==> config.mk <==
export PLATFORM = sky130hd
export DESIGN_NAME = mem_port_arbiter_flat
export DESIGN_NICKNAME = d
export VERILOG_FILES = /design/src/rtl/mem_port_arbiter_if.sv /design/src/rtl/mem_port_arbiter.sv /design/src/flat_wrapper.sv
export SDC_FILE = /design/constraint.sdc
export NUM_CORES = 1
export LEC_CHECK = 0
export BUFFER_PORTS_ARGS = -buffer_cell sky130_fd_sc_hd__clkbuf_2
export CAP_MARGIN = 10
export CORE_MARGIN = 3
export CORE_UTILIZATION = 30
export DETAILED_ROUTE_END_ITERATION = 16
export GPL_ROUTABILITY_DRIVEN = 0
export GPL_TIMING_DRIVEN = 0
export HOLD_SLACK_MARGIN = 0.1
export PLACE_DENSITY = 0.56
export SLEW_MARGIN = 10
export SYNTH_ARGS = -nofsm -noshare
export SYNTH_HDL_FRONTEND = slang
export SYNTH_SLANG_ARGS = --single-unit
==> constraint.sdc <==
create_clock -name clk -period 2.9 [get_ports clk]
set_input_delay 0.145 -clock clk [delete_from_list [all_inputs] [get_ports clk]]
set_output_delay 0.145 -clock clk [all_outputs]
set_load 0.1 [all_outputs]
==> src/rtl/mem_port_arbiter_if.sv <==
// Bus bundle between the fetch/data requesters, the arbiter and the memory port.
// The arbiter uses the slave modport; the requester/memory environment uses master.
interface mem_port_arbiter_if;
  logic        if_req;
  logic [31:0] if_addr;
  logic [31:0] if_rdata;
  logic        if_done;
  logic        if_stall;

  logic        dm_req;
  logic        dm_we;
  logic [31:0] dm_addr;
  logic [31:0] dm_wdata;
  logic [2:0]  dm_size;
  logic [31:0] dm_rdata;
  logic        dm_done;
  logic        dm_stall;

  logic        m_req;
  logic        m_we;
  logic [31:0] m_addr;
  logic [31:0] m_wdata;
  logic [2:0]  m_size;
  logic        m_ack;
  logic [31:0] m_rdata;

  logic        err;

  modport slave (
    input  if_req, if_addr,
    output if_rdata, if_done, if_stall,
    input  dm_req, dm_we, dm_addr, dm_wdata, dm_size,
    output dm_rdata, dm_done, dm_stall,
    output m_req, m_we, m_addr, m_wdata, m_size,
    input  m_ack, m_rdata,
    output err
  );

  modport master (
    output if_req, if_addr,
    input  if_rdata, if_done, if_stall,
    output dm_req, dm_we, dm_addr, dm_wdata, dm_size,
    input  dm_rdata, dm_done, dm_stall,
    input  m_req, m_we, m_addr, m_wdata, m_size,
    output m_ack, m_rdata,
    input  err
  );
endinterface

==> src/rtl/mem_port_arbiter.sv <==
// Two-requester (fetch/data) arbiter onto a single memory port, one transaction
// outstanding, data-priority with fetch anti-starvation and a busy timeout.
//
// state   | meaning
// IDLE    | no transaction outstanding, arbitrate this cycle
// BUSY_IF | fetch command on the memory port, waiting for m_ack
// BUSY_DM | data command on the memory port, waiting for m_ack
module mem_port_arbiter #(
  parameter int STARVE_MAX = 4,
  parameter int TIMEOUT    = 255
) (
  input logic               clk,
  input logic               reset,
  mem_port_arbiter_if.slave bus
);
  localparam logic [1:0] IDLE    = 2'd0;
  localparam logic [1:0] BUSY_IF = 2'd1;
  localparam logic [1:0] BUSY_DM = 2'd2;

  localparam int SW = (STARVE_MAX > 0) ? $clog2(STARVE_MAX + 1) : 1;
  localparam int TW = (TIMEOUT > 1) ? $clog2(TIMEOUT + 1) : 1;
  localparam logic [SW-1:0] STARVE_LIM = SW'(STARVE_MAX);
  localparam logic [TW-1:0] BUSY_LIM   = TW'(TIMEOUT - 1);

  logic [1:0]    state;
  logic [SW-1:0] starve_cnt;
  logic [TW-1:0] busy_cnt;

  logic          m_req_q;
  logic          m_we_q;
  logic [31:0]   m_addr_q;
  logic [31:0]   m_wdata_q;
  logic [2:0]    m_size_q;
  logic [31:0]   if_rdata_q;
  logic [31:0]   dm_rdata_q;
  logic          if_done_q;
  logic          dm_done_q;
  logic          err_q;

  logic          grant_dm;
  logic          grant_if;

  // Data wins unless the fetch side has already lost STARVE_MAX times in a row.
  assign grant_dm = bus.dm_req & (~bus.if_req | (starve_cnt != STARVE_LIM));
  assign grant_if = bus.if_req & ~grant_dm;

  always_ff @(posedge clk) begin
    if (reset) begin
      state      <= IDLE;
      starve_cnt <= '0;
      busy_cnt   <= '0;
      m_req_q    <= 1'b0;
      m_we_q     <= 1'b0;
      m_addr_q   <= '0;
      m_wdata_q  <= '0;
      m_size_q   <= '0;
      if_rdata_q <= '0;
      dm_rdata_q <= '0;
      if_done_q  <= 1'b0;
      dm_done_q  <= 1'b0;
      err_q      <= 1'b0;
    end else begin
      if_done_q <= 1'b0;
      dm_done_q <= 1'b0;
      err_q     <= 1'b0;
      case (state)
        IDLE: begin
          if (grant_dm) begin
            state      <= BUSY_DM;
            m_req_q    <= 1'b1;
            m_we_q     <= bus.dm_we;
            m_addr_q   <= bus.dm_addr;
            m_wdata_q  <= bus.dm_wdata;
            m_size_q   <= bus.dm_size;
            busy_cnt   <= '0;
            // grant_dm with if_req set implies starve_cnt is below the limit
            starve_cnt <= bus.if_req ? starve_cnt + SW'(1) : '0;
          end else if (grant_if) begin
            state      <= BUSY_IF;
            m_req_q    <= 1'b1;
            m_we_q     <= 1'b0;
            m_addr_q   <= bus.if_addr;
            m_wdata_q  <= '0;
            m_size_q   <= 3'b010;
            busy_cnt   <= '0;
            starve_cnt <= '0;
          end else begin
            m_req_q <= 1'b0;
            if (!bus.if_req) starve_cnt <= '0;
          end
        end
        BUSY_IF, BUSY_DM: begin
          if (bus.m_ack) begin
            state   <= IDLE;
            m_req_q <= 1'b0;
            if (state == BUSY_IF) begin
              if_rdata_q <= bus.m_rdata;
              if_done_q  <= 1'b1;
            end else begin
              if (!m_we_q) dm_rdata_q <= bus.m_rdata;
              dm_done_q <= 1'b1;
            end
          end else if (busy_cnt == BUSY_LIM) begin
            state   <= IDLE;
            m_req_q <= 1'b0;
            err_q   <= 1'b1;
          end else begin
            busy_cnt <= busy_cnt + TW'(1);
          end
        end
        default: begin
          state   <= IDLE;
          m_req_q <= 1'b0;
        end
      endcase
    end
  end

  assign bus.m_req    = m_req_q;
  assign bus.m_we     = m_we_q;
  assign bus.m_addr   = m_addr_q;
  assign bus.m_wdata  = m_wdata_q;
  assign bus.m_size   = m_size_q;
  assign bus.if_rdata = if_rdata_q;
  assign bus.dm_rdata = dm_rdata_q;
  assign bus.if_done  = if_done_q;
  assign bus.dm_done  = dm_done_q;
  assign bus.err      = err_q;

  assign bus.if_stall = bus.if_req & ~if_done_q;
  assign bus.dm_stall = bus.dm_req & ~dm_done_q;
endmodule

==> src/flat_wrapper.sv <==
// flat-port wrapper written by rule: the top's interface ports become plain ports
module mem_port_arbiter_flat 
#(
  parameter int STARVE_MAX = 4,
  parameter int TIMEOUT    = 255
)
  (clk, reset, bus_if_req, bus_if_addr, bus_if_rdata, bus_if_done, bus_if_stall, bus_dm_req, bus_dm_we, bus_dm_addr, bus_dm_wdata, bus_dm_size, bus_dm_rdata, bus_dm_done, bus_dm_stall, bus_m_req, bus_m_we, bus_m_addr, bus_m_wdata, bus_m_size, bus_m_ack, bus_m_rdata, bus_err);
  mem_port_arbiter_if bus_i ();
  input logic clk;
  input logic reset;
  input wire logic [$bits(bus_i.if_req)-1:0] bus_if_req;
  input wire logic [$bits(bus_i.if_addr)-1:0] bus_if_addr;
  output wire logic [$bits(bus_i.if_rdata)-1:0] bus_if_rdata;
  output wire logic [$bits(bus_i.if_done)-1:0] bus_if_done;
  output wire logic [$bits(bus_i.if_stall)-1:0] bus_if_stall;
  input wire logic [$bits(bus_i.dm_req)-1:0] bus_dm_req;
  input wire logic [$bits(bus_i.dm_we)-1:0] bus_dm_we;
  input wire logic [$bits(bus_i.dm_addr)-1:0] bus_dm_addr;
  input wire logic [$bits(bus_i.dm_wdata)-1:0] bus_dm_wdata;
  input wire logic [$bits(bus_i.dm_size)-1:0] bus_dm_size;
  output wire logic [$bits(bus_i.dm_rdata)-1:0] bus_dm_rdata;
  output wire logic [$bits(bus_i.dm_done)-1:0] bus_dm_done;
  output wire logic [$bits(bus_i.dm_stall)-1:0] bus_dm_stall;
  output wire logic [$bits(bus_i.m_req)-1:0] bus_m_req;
  output wire logic [$bits(bus_i.m_we)-1:0] bus_m_we;
  output wire logic [$bits(bus_i.m_addr)-1:0] bus_m_addr;
  output wire logic [$bits(bus_i.m_wdata)-1:0] bus_m_wdata;
  output wire logic [$bits(bus_i.m_size)-1:0] bus_m_size;
  input wire logic [$bits(bus_i.m_ack)-1:0] bus_m_ack;
  input wire logic [$bits(bus_i.m_rdata)-1:0] bus_m_rdata;
  output wire logic [$bits(bus_i.err)-1:0] bus_err;
  assign bus_i.if_req = bus_if_req;
  assign bus_i.if_addr = bus_if_addr;
  assign bus_if_rdata = bus_i.if_rdata;
  assign bus_if_done = bus_i.if_done;
  assign bus_if_stall = bus_i.if_stall;
  assign bus_i.dm_req = bus_dm_req;
  assign bus_i.dm_we = bus_dm_we;
  assign bus_i.dm_addr = bus_dm_addr;
  assign bus_i.dm_wdata = bus_dm_wdata;
  assign bus_i.dm_size = bus_dm_size;
  assign bus_dm_rdata = bus_i.dm_rdata;
  assign bus_dm_done = bus_i.dm_done;
  assign bus_dm_stall = bus_i.dm_stall;
  assign bus_m_req = bus_i.m_req;
  assign bus_m_we = bus_i.m_we;
  assign bus_m_addr = bus_i.m_addr;
  assign bus_m_wdata = bus_i.m_wdata;
  assign bus_m_size = bus_i.m_size;
  assign bus_i.m_ack = bus_m_ack;
  assign bus_i.m_rdata = bus_m_rdata;
  assign bus_err = bus_i.err;
  mem_port_arbiter #(.STARVE_MAX(STARVE_MAX), .TIMEOUT(TIMEOUT)) u_core (.clk(clk), .reset(reset), .bus(bus_i));
endmodule
==> reports/metrics.yaml, run 1 <==
run_status:
  outcome: "complete, no violations"
timing:
  slew_headroom: 0.555
  setup_violations: 0
  skew_ns: 0.00809
  period_needed_ns: 2.42
  slew_violations: 0
  max_freq_mhz: 413
  tightest_slew_ns: 0.667
  setup_tns_ns: 0
  setup_ws_ns: 0.480
  holdWs_ns: 0.266
  period_share: 0.834
  hold_viol_final: 0
  rsz0062_at_grt: "no"
clock_network:
  ctsResizeCount: 0
  holdBufCountCts: 134
  clockBufferDepth: 2
  clkTransAtPathRegs_ns: 0.06
  cts_sinks: 149
  post_cts_buffers: 0
  cts_max_level: 4
  numCtsBuffers: 17
  clkLatencyLatePin_ns: 0.42
  cts_root_buffer: "clkbuf_16"
  cts_tree: "built"
finish:
  multi_input_area_mm2: 0.00243
  diodes: 0
  finalNetCount: 1254
  final-seq-area_mm2: 0.00298
  drive_gt1_frac: 0.289
  area_growth_pct: 64.0
  num-fill-cells: 1792
routing:
  route.detailed.drc: 0
  via_count: 6339
  drt_wl_total_um: 20400
  drtIter0Drc: 244
  first_pass_iters: 4
  ant_nets: 0
  wl_per_cell_um: 15.1
  via_per_inst: 4.69
grt:
  antenna_found_initial: 0
  grt_pass1_wl_um: 32000
  grt_pass1_vias: 6228
  globalRouteTotalUtil: 0.195
  grt_max_degree: 17
  overflow: 0
yosys:
  async_flop_share: 0
  synth_top_area_frac: 0.527
  synth_area_leader_cell: "dfxtp_1"
  avgSynthCellArea_um2: 8.25
  ys_ff_latch: 149
  synth_warnings: 0
  netlist_area_mm2: 0.00566
  synthCells: 686
  ys_seq_area_frac: 0.527
  synth.area.top_cells: "dfxtp_1 (53%), nand2_1 (13%), a21oi_1 (6.1%), nor2_1 (5.0%), a311oi_1 (5.0%)"
  synth-edff-count: 0
  syn-num-nets: 830
  yosysUniqueCellTypes: 39
  synthFlopType: "dfxtp_1"
pwr:
  pwr-share-comb: 0.290
  p_switching_uw: 2440
  p_sw_frac: 0.371
  p_leak_uw: 0.00419
  ir_worst_vdd_mv: 0.413
  power.share.clock: 0.367
  p_int_uw: 4140
  powerDensity_mw_per_mm2: 710
  p_seq_frac: 0.343
min_path:
  min_to: "u_core.starve_cnt[2]$_SDFFE_PP0P_"
  min_path_type: "in -> reg"
  hold_depth: 5
  worstHoldStart: "bus_dm_req"
floorplan:
  die_w_um: 143
  rows: 49
  pin_count: 275
  fp.coreArea_mm2: 0.0183
  initial_core_util: 0.310
  dieArea_mm2: 0.0206
  die_h_um: 143
worst_setup_path:
  start_kind: "register"
  crit_type: "reg -> reg"
  rrSetupSlack_ns: 0.48
  required_ns: 3.20
  r2r_cells: 7
  arrival_ns: 2.72
  r2r_end: "u_core.bus.m_addr[27]$_SDFFE_PP0P_"
  r2r-start: "u_core.state[1]$_SDFFE_PP0P_"
  critPathCaptureType: "register"
  cp_max_fo: 10
placement:
  pre_cts_ws_ns: 0.845
  dp_hpwl_um: 14400
  port_buffers: 271
flow_run:
  cap_viol_max_count: 0
## per-layer routing
layer	up-vias	GRT usage	part of all wire
li1	3199	-	-
met1	2895	0.239	0.43
met2	212	0.332	0.48
met3	33	0.0509	0.068
met4	0	0.0684	0.021
met5	-	0	0
## placed cells by master (no fill, tap or decap), drive strengths merged, types with 2 or more instances in the layout
cell type	n
nand2b	3
inv	9
a21oi	69
nand2	203
or3	2
a311oi	32
nor2b	4
and3	2
nand4	3
a21o	5
nor3b	2
buf	19
bufinv	4
o211ai	2
o31ai	3
clkbuf	325
dlygate4sd3	134
nand3	6
ha	7
dfxtp	149
o21ai	5
nor2	75
nor3	8
o211a	2
a22oi	35
clkinv	3
## kinds of logic (layout without fill, tap and decap cells)
family	Yosys count	count (layout)	share of synthesized area
mux	2	2	0.00376
buf+inv	58	495	0.0435
simple gates	312	312	0.222
compound gates	158	158	0.188
flops	149	149	0.527
fa+ha+maj	7	7	0.0155
## sequential cells by signal (all words and copies together) (netlist names), 2 cells and up
signal / flops
u_core.starve_cnt: 3
u_core.state: 2
u_core.bus.m_wdata: 32
u_core.bus.m_addr: 32
u_core.bus.if_rdata: 32
u_core.busy_cnt: 8
u_core.bus.m_size: 3
u_core.bus.dm_rdata: 32
## final cells by class
type	instances	share of cell area
buffer	53	0.0245
clock buffer	20	0.0481
clock inverter	12	0.0206
inverter	5	0.00202
multi-input combinational	479	0.262
sequential	149	0.321
tap	229	0.0309
timing repair buffer	405	0.291
## power groups by stage
stage,logic [uW],clock network (uW),registers [uW]
after CTS,1910,2470,2260
final,1910,2420,2260
after floorplan,406,0,3230
after global routing,2020,2560,2270
after global placement,1720,0,2300
after detailed placement,1720,0,2300
## stage by stage
step / cell area, um2 / util / power [uW] / std cells
after floorplan: 5660 / - / 3640 / 686
after global placement: 7300 / 0.400 / 4020 / 1186
after detailed placement: 7300 / 0.400 / 4020 / 1186
after CTS: 9280 / 0.508 / 6640 / 1352
after global routing: 9280 / 0.508 / 6850 / 1352
final: 9280 / 0.508 / 6590 / 1352
## worst max path at each step
stage / start / end / slack, ns
detailed placement: u_core.state[0]$_SDFFE_PP0P_ / u_core.bus.dm_rdata[29]$_SDFFE_PP0P_ / 0.85
global placement: u_core.state[0]$_SDFFE_PP0P_ / u_core.bus.dm_rdata[25]$_SDFFE_PP0P_ / 0.90
finish: u_core.state[1]$_SDFFE_PP0P_ / u_core.bus.m_addr[27]$_SDFFE_PP0P_ / 0.48
floorplan: u_core.bus.dm_done$_SDFF_PP0_ / bus_dm_stall / 0.64
CTS: u_core.state[1]$_SDFFE_PP0P_ / u_core.bus.m_addr[23]$_SDFFE_PP0P_ / 0.48
global route: u_core.state[1]$_SDFFE_PP0P_ / u_core.bus.m_addr[27]$_SDFFE_PP0P_ / 0.29
## critical path, stage by stage, from the launching register on
cell	delay [ns]
dfxtp_1	0.29
inv_1	0.11
ha_1	0.25
o21a_1	0.19
buf_2	0.23
buf_1	0.45
a311oi_1	0.16
dlygate4sd3_1	0.60
## Yosys cell counts (2+ instances only)
cell and instances:
o211ai_1 2, a22oi_1 35, a21oi_1 69, o31ai_1 3, dfxtp_1 149, inv_1 5
a21o_1 5, clkbuf_1 34, ha_1 7, nand2b_1 3, and3_1 2, o21ai_2 2
nor3b_1 2, o21ai_0 3, a311oi_1 32, nor3_1 7, nor2b_1 4, nor2_1 75
buf_2 17, or3_1 2, nand2_1 203, nand3_1 6, nand4_1 3
(Power assumes the default switching activity.)
==> run 2: changes to the inputs <==
--- a/config.mk
+++ b/config.mk
@@ -13,7 +13,7 @@
 export GPL_ROUTABILITY_DRIVEN = 0
 export GPL_TIMING_DRIVEN = 0
 export HOLD_SLACK_MARGIN = 0.1
-export PLACE_DENSITY = 0.56
+export PLACE_DENSITY = 0.58
 export SLEW_MARGIN = 10
 export SYNTH_ARGS = -nofsm -noshare
 export SYNTH_HDL_FRONTEND = slang
==> constraint.sdc (replaced) <==
create_clock -name clk -period 2.2 [get_ports clk]
set_input_delay 0.11 -clock clk [delete_from_list [all_inputs] [get_ports clk]]
set_output_delay 0.11 -clock clk [all_outputs]
set_load 0.1 [all_outputs]
==> run 2 against run 1 <==
- utilization down 0.18 points
- non-clock buffer count unchanged
- clock skew up 0.0027 ns
- clock power up 19%
- design area down 0.35%
- register-to-register slack worse by 0.33 ns
- sequential power up 32%
- sequential share of layout area up 0.11 points
- power up 27%
- combinational power up 30%
- worst setup slack worse by 0.33 ns
==> reports/metrics.yaml, run 2 (same netlist as run 1, synthesis figures left out) <==
worst_setup_path:
  cp-endpoint: "u_core.bus.m_addr[2]$_SDFFE_PP0P_"
  r2r-start: "u_core.state[1]$_SDFFE_PP0P_"
  rrSetupSlack_ns: 0.15
  r2r_cells: 7
  start_kind: "register"
  startpoint: "u_core.state[1]$_SDFFE_PP0P_"
  crit_type: "reg -> reg"
  required_ns: 2.56
  r2r_end: "u_core.bus.m_addr[2]$_SDFFE_PP0P_"
  cp_max_fo: 10
  critPathCaptureType: "register"
  arrival_ns: 2.41
min_path:
  min_path_type: "in -> reg"
flow_run:
  cap_viol_max_count: 0
timing:
  skew_ns: 0.0108
  slew_violations: 0
  hold_viol_final: 0
  tightest_slew_ns: 0.670
  period_needed_ns: 2.05
  setup_violations: 0
  setup_tns_ns: 0
  rsz0062_at_grt: "yes"
  slew_headroom: 0.554
  period_share: 0.931
  max_freq_mhz: 488
placement:
  port_buffers: 271
  dp_hpwl_um: 14400
  placed_cells: 1186
floorplan:
  die_w_um: 143
  pin_count: 275
  fp.coreArea_mm2: 0.0183
  dieArea_mm2: 0.0206
  initial_core_util: 0.310
  die_h_um: 143
  rows: 49
routing:
  via_count: 6426
  first_pass_iters: 5
  ant_nets: 0
  drt_wl_total_um: 21300
  drtIter0Drc: 325
  via_per_inst: 4.75
  wl_per_cell_um: 15.8
  route.detailed.drc: 0
run_status:
  outcome: "complete, no violations"
finish:
  layout_commonest_cell: "clkbuf_2"
  diodes: 0
  drive_gt1_frac: 0.302
  finalNetCount: 1254
  final_cell_count_no_fill: 1352
  area_growth_pct: 63.4
  final_cell_mix: "clkbuf_2 (277), nand2_1 (203), dfxtp_1 (149)"
grt:
  grt_max_degree: 17
  globalRouteTotalUtil: 0.201
  grt_pass1_vias: 6359
  antenna_found_initial: 0
  grt_pass1_wl_um: 33000
  overflow: 0
clock_network:
  clkTransAtPathRegs_ns: 0.07
  cts_root_buffer: "clkbuf_16"
  cts_max_level: 4
  clkLatencyLatePin_ns: 0.43
  cts_sinks: 149
  clockBufferDepth: 2
  post_cts_buffers: 0
  cts_tree: "built"
  numCtsBuffers: 17
pwr:
  powerDensity_mw_per_mm2: 902
  ir_worst_vdd_mv: 0.505
  p_leak_uw: 0.00414
-- run 2: changes by cell type in the layout (fill, tap and decap cells not counted), sizes merged --
cell,previous run,this run
clkinvlp,1,4
clkbuf,325,322
clkinv,3,4
bufinv,4,1
inv,9,11
-- run 2: layout make-up --
type                            instances  area, um2
Fill cell                            1736       9020
Sequential cell                       149       2980
Timing Repair Buffer                  405       2700
Multi-Input combinational cell        479       2460
Clock buffer                           17        425
Tap cell                              229        287
Buffer                                 53        235
Clock inverter                         15        145
Inverter                                5       18.8
-- run 2: how the worst min path moves through the flow --
stage                    start                                   end  cells after the start
3_5_place_dp   bus_m_rdata[22]  u_core.bus.dm_rdata[22]$_SDFFE_PP0P_                      3
3_3_place_gp   bus_m_rdata[29]  u_core.bus.if_rdata[29]$_SDFFE_PP0P_                      3
6_report            bus_dm_req     u_core.starve_cnt[2]$_SDFFE_PP0P_                      5
2_1_floorplan        bus_m_ack             u_core.bus.err$_SDFF_PP0_                      1
4_1_cts             bus_dm_req     u_core.starve_cnt[2]$_SDFFE_PP0P_                      5
5_1_grt             bus_dm_req     u_core.starve_cnt[2]$_SDFFE_PP0P_                      5
-- run 2: where the power goes --
part           switching (uW)  internal [uW]
clock                    1290           1580
combinational            1900            588
sequential                100           2880
total                    3290           5050
-- run 2: timing repair --
action                                  CTS  global route
gates resized for setup                   0            16
endpoints found under the setup margin    0            31
hold buffers                            134             0
endpoints found under the hold margin   137             0
-- run 2: per-stage QoR --
stage | hold WS (ns) | worst slack [ns] | total power (uW) | util | instance area, um2
5_1_grt | 0.244 | -0.00197 | 8680 | 0.506 | 9250
2_1_floorplan | 0.189 | 0.294 | 4800 | - | 5670
4_1_cts | 0.211 | 0.0831 | 8400 | 0.505 | 9220
3_3_place_gp | 0.353 | 0.175 | 5290 | 0.400 | 7310
6_report | 0.235 | 0.152 | 8340 | 0.506 | 9250
3_5_place_dp | 0.351 | 0.164 | 5300 | 0.400 | 7310
-- run 2: layer usage --
| layer | track usage | vias up | wire length [um] |
|---|---|---|---|
| li1 | - | 3200 | - |
| met2 | 0.351 | 245 | 10300 |
| met3 | 0.0606 | 26 | 1650 |
| met1 | 0.239 | 2955 | 8990 |
| met5 | 0 | - | 0 |
| met4 | 0.0585 | 0 | 336 |
-- run 2: critical path, cell delays in order, from the launching register on --
cell	delay [ns]
dfxtp_1	0.30
inv_1	0.11
ha_1	0.25
o21a_1	0.18
buf_2	0.23
nor2_1	0.07
a311oi_2	0.25
dlygate4sd3_1	0.60
==> run 3: changes to the inputs <==
--- a/config.mk
+++ b/config.mk
@@ -14,6 +14,7 @@
 export GPL_TIMING_DRIVEN = 0
 export HOLD_SLACK_MARGIN = 0.1
 export PLACE_DENSITY = 0.58
+export REMOVE_ABC_BUFFERS = 1
 export SLEW_MARGIN = 10
 export SYNTH_ARGS = -nofsm -noshare
 export SYNTH_HDL_FRONTEND = slang
==> run 3 against run 2 <==
- clock power up 7%
- largest power group is now the clock network
- sequential power about the same
- register-to-register slack better by 0.06 ns
- non-clock buffer count down 44
- design area down 0.45%
- worst setup slack better by 0.061 ns
- sequential share of layout area up 0.14 points
- cell count down 3.3%
- power up 2.0%
- hold slack worse by 0.064 ns
- die area unchanged
==> reports/metrics.yaml, run 3 (same netlist as run 1, synthesis figures left out) <==
run_status:
  outcome: "complete, no violations"
worst_setup_path:
  start_kind: "register"
  crit_type: "reg -> reg"
  r2r_end: "u_core.bus.dm_rdata[16]$_SDFFE_PP0P_"
  critPathMostFrequentCell: "nand2_1"
  crit_path_max_incr_delay_ns: 0.44
  cp_slowest_cell: "ha_1"
  rrSetupSlack_ns: 0.21
  critical_path.top_delay_family: "simple AND/OR/NAND/NOR gates"
  r2r-start: "u_core.state[0]$_SDFFE_PP0P_"
  r2r_cells: 8
  cp_max_fo: 11
  required_ns: 2.55
  critPathCaptureType: "register"
  cp_cell_sequence: "inv_1, ha_1, nand2_1, nor3_4, buf_6, buf_4, nand2_1, a21oi_1"
  arrival_ns: 2.34
  path_buf_inv: 3
pwr:
  finalPower_uw: 8510
  ir_worst_vdd_mv: 0.494
  power.share.clock: 0.362
  p_switching_uw: 3220
  p_seq_frac: 0.350
  p_int_uw: 5290
  p_leak_uw: 0.00409
  pwr-share-comb: 0.288
  powerDensity_mw_per_mm2: 924
  p_sw_frac: 0.379
flow_run:
  cap_viol_max_count: 0
routing:
  ant_nets: 0
  first_pass_iters: 5
  via_count: 6210
  via_per_inst: 4.75
  drt_wl_total_um: 19300
  drtIter0Drc: 307
  wl_per_cell_um: 14.8
  route.detailed.drc: 0
grt:
  antenna_found_initial: 0
  grt_max_degree: 79
  grt_pass1_wl_um: 30200
  globalRouteTotalUtil: 0.182
  overflow: 0
  grt_pass1_vias: 6019
timing:
  max_freq_mhz: 503
  period_needed_ns: 1.99
  slew_violations: 0
  setup_violations: 0
  setup_tns_ns: 0
  hold_viol_final: 0
  period_share: 0.903
  skew_ns: 0.00930
  tightest_slew_ns: 0.698
  slew_headroom: 0.535
clock_network:
  numCtsBuffers: 17
  clkLatencyLatePin_ns: 0.42
  cts_sinks: 149
  cts_root_buffer: "clkbuf_16"
  cts_max_level: 4
  clkTransAtPathRegs_ns: 0.07
  cts_tree: "built"
  clockBufferDepth: 2
placement:
  dp_hpwl_um: 11900
  port_buffers: 274
finish:
  area_growth_pct: 62.7
  diodes: 0
  finalNetCount: 1210
  final_cell_mix: "clkbuf_2 (273), nand2_1 (203), dfxtp_1 (149)"
  drive_gt1_frac: 0.301
  layout_commonest_cell: "clkbuf_2"
floorplan:
  fp.coreArea_mm2: 0.0183
  dieArea_mm2: 0.0206
  initial_core_util: 0.310
  rows: 49
  die_w_um: 143
  die_h_um: 143
  pin_count: 275
min_path:
  hold_depth: 3
  min_path_type: "in -> reg"
  worstHoldStart: "bus_if_req"
  min_to: "u_core.starve_cnt[0]$_SDFFE_PP0P_"
-- run 3: worst min-delay path: cells and delay by family --
| kind | cells | cell delay, ns |
|---|---|---|
| buffers and inverters | 1 | 0.22 |
| and+or+nand+nor | 1 | 0.16 |
| AOI/OAI and AO/OA | 1 | 0.05 |
-- run 3: timing repair --
action,in CTS,in global routing
hold buffers,133,0
resized for setup,3,4
buffers inserted,0,1
hold endpoints to repair,134,0
endpoints found under the setup margin,64,36
pin swaps,0,1
-- run 3: power groups by stage --
stage               clock network (uW)  registers (uW)  logic (uW)
global placement                     0            3030        2200
global route                      3280            2990        2580
floorplan                            0            4260         465
finish                            3080            2970        2450
CTS                               3170            2970        2440
detailed placement                   0            3030        2240
-- run 3: layout make-up --
type / instances / area (um2)
Clock buffer: 17 / 425
Fill cell: 1679 / 9060
Inverter: 5 / 18.8
Tap cell: 229 / 287
Multi-Input combinational cell: 479 / 2480
Sequential cell: 149 / 2980
Timing Repair Buffer: 414 / 2830
Clock inverter: 14 / 190
-- run 3: worst max-delay path by stage --
stage | start | to | cells past startpoint
floorplan | u_core.bus.m_we$_SDFFE_PP0P_ | u_core.bus.dm_rdata[0]$_SDFFE_PP0P_ | 3
global placement | u_core.state[0]$_SDFFE_PP0P_ | u_core.bus.dm_rdata[23]$_SDFFE_PP0P_ | 6
detailed placement | u_core.state[0]$_SDFFE_PP0P_ | u_core.bus.if_rdata[7]$_SDFFE_PP0P_ | 5
CTS | u_core.state[0]$_SDFFE_PP0P_ | u_core.bus.dm_rdata[18]$_SDFFE_PP0P_ | 8
global route | u_core.state[0]$_SDFFE_PP0P_ | u_core.bus.dm_rdata[24]$_SDFFE_PP0P_ | 8
finish | u_core.state[0]$_SDFFE_PP0P_ | u_core.bus.dm_rdata[16]$_SDFFE_PP0P_ | 8
-- run 3: per-stage QoR --
stage	utilization	std cells	setup slack (ns)	hold WS, ns	area, um2
2_1_floorplan	-	633	-0.569	0.179	5430
3_3_place_gp	0.388	1136	-1.99	0.350	7090
3_5_place_dp	0.396	1142	-0.249	0.353	7230
4_1_cts	0.503	1306	0.0650	0.142	9190
5_1_grt	0.504	1307	-0.00519	0.182	9210
6_report	0.504	1307	0.213	0.171	9210
-- run 3: layer usage --
layer / share of wire / track usage / wire length [um] / vias up
li1: - / - / - / 3094
met3: 0.078 / 0.0569 / 1510 / 22
met5: 0 / 0 / 0 / -
met2: 0.47 / 0.309 / 9090 / 278
met1: 0.44 / 0.222 / 8450 / 2816
met4: 0.014 / 0.0555 / 278 / 0
